## src/rtl/ice40_pll_supervisor.sv

```systemverilog
// ice40_pll_supervisor
// Sequences an iCE40 PLL out of reset, waits for a stable lock, then
// releases the downstream reset. Lock loss in RUN restarts the sequence.
// Repeated lock timeouts end in a sticky FAIL state, which only a restart
// pulse or the asynchronous reset clears.
//
// State encoding: HOLD=0, WAIT_LOCK=1, STABLE=2, RUN=3, FAIL=4.
// The state register drives the 'state' output directly, so a checker can
// bind to it. Every other output is decoded from registers only. No input
// reaches an output through combinational logic.
//
// 'ready' is a level status flag and has no handshake partner. It is high
// exactly while the FSM sits in RUN.

module ice40_pll_supervisor #(
  parameter int RESET_CYCLES = 16,
  parameter int LOCK_STABLE  = 1024,
  parameter int LOCK_TIMEOUT = 65536,
  parameter int MAX_RETRIES  = 3
) (
  input  logic       clk,
  input  logic       reset,
  input  logic       locked,
  input  logic       restart,
  output logic       pll_resetb,
  output logic       sys_resetn,
  output logic       ready,
  output logic       fail,
  output logic       lock_lost,
  output logic [3:0] retry_count,
  output logic [2:0] state
);

  // State encoding (fixed; visible on the state output).
  localparam logic [2:0] S_HOLD   = 3'd0;
  localparam logic [2:0] S_WAIT   = 3'd1;
  localparam logic [2:0] S_STABLE = 3'd2;
  localparam logic [2:0] S_RUN    = 3'd3;
  localparam logic [2:0] S_FAIL   = 3'd4;

  // One counter is shared by every timed state. It is sized for the
  // longest interval.
  function automatic int f_max3(input int a, input int b, input int c);
    int m;
    m = a;
    if (b > m) m = b;
    if (c > m) m = c;
    return m;
  endfunction

  localparam int MAXC = f_max3(RESET_CYCLES, LOCK_STABLE, LOCK_TIMEOUT);
  localparam int CW   = (MAXC > 1) ? $clog2(MAXC) : 1;

  // Terminal counts: a state lasting N cycles ends at count N-1.
  localparam logic [CW-1:0] C_HOLD_END    = CW'(RESET_CYCLES - 1);
  localparam logic [CW-1:0] C_STABLE_END  = CW'(LOCK_STABLE - 1);
  localparam logic [CW-1:0] C_TIMEOUT_END = CW'(LOCK_TIMEOUT - 1);
  localparam logic [3:0]    C_MAX_RETRY   = 4'(MAX_RETRIES);

  // Registers
  logic          r_sync1;
  logic          r_sync2;
  logic [2:0]    r_state;
  logic [CW-1:0] r_count;
  logic [3:0]    r_retry;
  logic          r_lock_lost;

  // Next-state wires
  logic [2:0]    w_next_state;
  logic [CW-1:0] w_next_count;
  logic [3:0]    w_next_retry;
  logic          w_next_lost;
  logic          w_lock_s;

  assign w_lock_s = r_sync2;

  // Two-flop synchronizer for the raw PLL lock. The raw lock is asynchronous
  // to clk. w_lock_s lags 'locked' by two edges.
  always_ff @(posedge clk or negedge reset) begin
    if (!reset) begin
      r_sync1 <= 1'b0;
      r_sync2 <= 1'b0;
    end else begin
      r_sync1 <= locked;
      r_sync2 <= r_sync1;
    end
  end

  // Next-state, counter and retry decision.
  // The counter is cleared on every state change.
  always_comb begin
    w_next_state = r_state;
    w_next_count = r_count;
    w_next_retry = r_retry;

    if (restart) begin
      // A restart wins over every other transition and starts a fresh
      // sequence.
      w_next_state = S_HOLD;
      w_next_retry = 4'd0;
    end else begin
      case (r_state)
        S_HOLD: begin
          if (r_count == C_HOLD_END) begin
            w_next_state = S_WAIT;
          end else begin
            w_next_count = r_count + 1'b1;
          end
        end

        S_WAIT: begin
          // Lock wins over a timeout that falls in the same cycle.
          if (w_lock_s) begin
            w_next_state = S_STABLE;
          end else if (r_count == C_TIMEOUT_END) begin
            if (r_retry == C_MAX_RETRY) begin
              w_next_state = S_FAIL;
            end else begin
              w_next_retry = r_retry + 4'd1;
              w_next_state = S_HOLD;
            end
          end else begin
            w_next_count = r_count + 1'b1;
          end
        end

        S_STABLE: begin
          // A drop on the final stable cycle still counts as a drop.
          if (!w_lock_s) begin
            w_next_state = S_WAIT;
          end else if (r_count == C_STABLE_END) begin
            w_next_state = S_RUN;
            w_next_retry = 4'd0;
          end else begin
            w_next_count = r_count + 1'b1;
          end
        end

        S_RUN: begin
          if (!w_lock_s) begin
            w_next_state = S_HOLD;
            w_next_retry = 4'd0;
          end
        end

        S_FAIL: begin
          w_next_state = S_FAIL;
        end

        default: begin
          // An unreachable encoding recovers through a fresh sequence.
          w_next_state = S_HOLD;
          w_next_retry = 4'd0;
        end
      endcase
    end

    // Every state change, and every restart, starts the count from zero.
    if (restart || (w_next_state != r_state)) begin
      w_next_count = '0;
    end
  end

  // Flag any RUN-to-HOLD move. Registering it gives a clean pulse in the
  // first HOLD cycle.
  assign w_next_lost = (r_state == S_RUN) && (w_next_state == S_HOLD);

  // FSM state, shared counter, retry count and the lock_lost pulse register.
  always_ff @(posedge clk or negedge reset) begin
    if (!reset) begin
      r_state     <= S_HOLD;
      r_count     <= '0;
      r_retry     <= 4'd0;
      r_lock_lost <= 1'b0;
    end else begin
      r_state     <= w_next_state;
      r_count     <= w_next_count;
      r_retry     <= w_next_retry;
      r_lock_lost <= w_next_lost;
    end
  end

  // Output decode from registered state only.
  always_comb begin
    pll_resetb  = !((r_state == S_HOLD) || (r_state == S_FAIL));
    sys_resetn  = (r_state == S_RUN);
    ready       = (r_state == S_RUN);
    fail        = (r_state == S_FAIL);
    lock_lost   = r_lock_lost;
    retry_count = r_retry;
    state       = r_state;
  end

endmodule

```

## config.mk

```make
export PLATFORM = sky130hd
export DESIGN_NAME = ice40_pll_supervisor
export DESIGN_NICKNAME = d
export VERILOG_FILES = /design/src/rtl/ice40_pll_supervisor.sv
export SDC_FILE = /design/constraint.sdc
export NUM_CORES = 1
export LEC_CHECK = 0
export CORE_UTILIZATION = 56
export DETAILED_ROUTE_END_ITERATION = 10
export PLACE_DENSITY = 0.79
export SKIP_LAST_GASP = 1
export SYNTH_ARGS = -nofsm -noshare
export SYNTH_HDL_FRONTEND = slang
export SYNTH_SLANG_ARGS = --single-unit
```

## constraint.sdc

```tcl
create_clock -name clk -period 2.67 [get_ports clk]
set_input_delay 0.267 -clock clk [delete_from_list [all_inputs] [get_ports clk]]
set_output_delay 0.267 -clock clk [all_outputs]
set_load 0.01 [all_outputs]
```

==> impl_metrics.toml <==
[floorplan]
rows = 19
fp.dieArea_um2 = 3140
core_um2 = 2760
io_pins = 16
initial_core_util = 0.593
die_w_um = 56.0
die_h_um = 56.0

[clock_tree]
cts_sinks = 26
holdBufCountCts = 0
cts_resized = 0
cts_buffers = 3
cts_setup_buffers = 0
cts-htree-levels = 1
clk_pin_slew_ps = 140
insertion_delay_ps = 330
cts_root_buf = "clkbuf_4"
cts_max_path_buffers = 2
cts_tree = "yes"

[final_layout]
drive_above_1_share = 0.112
layout_common_cells = "dfrtp_1, clkdlybuf4s50_1, nand2_1, a21oi_1, or4_1"
fin_nets = 186
layout_commonest_cell = "dfrtp_1"
post-route-util = 0.650
fillCellCount = 232
antenna_cells = 0
area_growth_pct = 9.64

[synth]
synth_edf_count = 0
synth_cell_types = 48
synthXorXnorAreaFrac = 0.0536
muxShareOfSynthArea = 0
ys_async_sr_fraction = 1.00
synth_area_um2 = 1640
synth-simple-area-share = 0.278
ys_ff_latch = 26
synthFlopType = "dfrtp_1"
synth_top_family_by_area = "simple AND/OR/NAND/NOR gates"
syn-instance-count = 169
yosys_warnings = 0
postSynthAreaPerCell_um2 = 9.68
synthAdderAreaFrac = 0.0153
synth_compound_area_frac = 0.200
synth_nets = 175
seq_area_frac_synth = 0.398

[timing]
timing.final.hold_violations = 0
finClkSkew_ps = 11.7
post-route-period-util = 0.835
final-setup-viol-count = 0
max_slew_margin = 0.563
fin_setup_tns_ps = 0
tightest_slew_ps = 654
rsz0062_at_grt = "false"
timing.fmax_ghz = 0.448
period_minus_slack_ps = 2230
slew_viol_final = 0

[flow_run]
cap_violations = 0

[placed_design]
portBuffers = 15
dpl.hpwl_um = 2530
gp_congestion = 0.910

[routing]
ant_nets = 0
routedWlPerCell_um = 17.2
num_vias = 1382
dr.pass1.iters = 4
drt_iter0_drc = 61
vias_per_cell = 6.61
drc = 0
wirelength_um = 3590

[pwr]
seqPwrFrac = 0.668
p_clk_frac = 0.273
internal_power_uw = 467
combPwrFrac = 0.059
netSwitchingPower_uw = 140
switching_share = 0.230
power.static_leakage_uw = 0.000738
irDropWorstVdd_mv = 0.361
power.density_nw_per_um2 = 338

[critical_path]
cp_max_fo = 16
cp.required_ps = 2920
worstSetupPathType = "reg2reg"
end_kind = "flip-flop"
max_stage_delay_ps = 600
cp.arrival_ps = 2480
cpMaxStageDelayCell = "nor3b_1"
cp-start-kind = "flip-flop"
crit_buf_inv = 1
crit_path_cell_trace = "nor3b_1 -> nand2_1 -> nor2_2 -> o31ai_2 -> buf_4 -> a22oi_1"
cp_top_family = "simple AND/OR/NAND/NOR gates"

[grt]
grtUsageTotal = 0.250
grt_pass1_wl_um = 6270
antenna_found_initial = 0
grt_max_degree = 27
grt_use_met3 = 0.0465
use_met1 = 0.343
busiest_layer = "met2"
grt_util_met2 = 0.417
grt_pass1_vias = 1344
overflow = 0

[run_status]
status = "finished, final reports clean"

[min_path]
min_path_type = "in2async"
-- path summary, 6_finish.rpt --
kind                            cells after the start          startpoint                         end  slack [ps]
min in group clk                                    0   r_sync1$_DFF_PN0_           r_sync2$_DFF_PN0_         370
worst min-delay path                                2               reset  retry_count[0]$_DFFE_PN0P_         300
worst max-delay path                                6  state[0]$_DFF_PN0_      r_count[3]$_DFFE_PN0P_         440
worst max register to register                      6  state[0]$_DFF_PN0_      r_count[3]$_DFFE_PN0P_         440
worst min register to register                      0   r_sync1$_DFF_PN0_           r_sync2$_DFF_PN0_         370
max in group asynchronous                           2               reset      r_count[6]$_DFFE_PN0P_        2120
-- layout make-up --
type                            instances  area, µm²  area share
Timing Repair Buffer                   18        173      0.0963
Clock buffer                            3       22.5      0.0126
Tap cell                               31       38.8      0.0216
Sequential cell                        26        651       0.363
Multi-Input combinational cell        127        893       0.498
Inverter                                4       15.0     0.00837
-- layer usage --
metal / share of wire / wire length, µm / vias up
li1: - / - / 665
met3: 0.033 / 119 / 6
met5: 0 / 0 / -
met4: 0.010 / 37 / 0
met2: 0.49 / 1750 / 24
met1: 0.47 / 1680 / 687
-- power by group through the flow --
| stage | Sequential [µW] | Clock (µW) | Combinational (µW) |
|---|---|---|---|
| after floorplan | 410 | 0 | 24.6 |
| after global placement | 413 | 0 | 34.9 |
| after detailed placement | 413 | 0 | 36.1 |
| after CTS | 405 | 171 | 36.7 |
| after global routing | 407 | 182 | 39.7 |
| final | 406 | 166 | 35.6 |
-- per-stage QoR --
| step | std cells | hold slack, ps | total power, µW | instance area (µm²) | setup slack [ps] |
|---|---|---|---|---|---|
| global placement | 206 | 336 | 448 | 1770 | 533 |
| finish | 209 | 303 | 607 | 1790 | 439 |
| global route | 209 | 359 | 628 | 1790 | 233 |
| detailed placement | 206 | 342 | 449 | 1770 | 510 |
| floorplan | 169 | -28.6 | 435 | 1640 | 641 |
| CTS | 209 | 318 | 613 | 1790 | 465 |
-- state kept, by name, indices dropped and copies added, names as in the netlist --
signal,cells
retry_count,4
r_sync2,1
state,3
r_count,16
r_sync1,1
lock_lost,1
-- cells by family after synthesis --
family / count (synthesis)
and+or+nand+nor: 72
adders and majority gates: 2
AOI/OAI and AO/OA: 43
xor gates and xnor gates: 10
buffers and inverters: 16
DFF: 26
-- synth_stat cells, types with 2 or more instances --
| library cell | n | area [µm²] |
|---|---|---|
| o21ba_2 | 2 | 20.0 |
| nor3_1 | 6 | 30.0 |
| or3_1 | 2 | 12.5 |
| xor2_1 | 7 | 61.3 |
| a21oi_1 | 11 | 55.1 |
| ha_1 | 2 | 25.0 |
| a22oi_1 | 7 | 52.6 |
| nand4_1 | 8 | 50.1 |
| a211oi_1 | 3 | 22.5 |
| a311oi_1 | 2 | 17.5 |
| and3_1 | 2 | 12.5 |
| nor3b_1 | 3 | 22.5 |
| nand3_1 | 7 | 35.0 |
| nand2_1 | 11 | 41.3 |
| buf_2 | 7 | 35.0 |
| or4_1 | 10 | 75.1 |
| xnor2_1 | 3 | 26.3 |
| clkbuf_1 | 2 | 7.51 |
| o21a_1 | 2 | 15.0 |
| o31ai_1 | 8 | 60.1 |
| dfrtp_1 | 26 | 651 |
| nor2_1 | 9 | 33.8 |
| inv_1 | 4 | 15.0 |
Power figures use the tool's default switching activity.
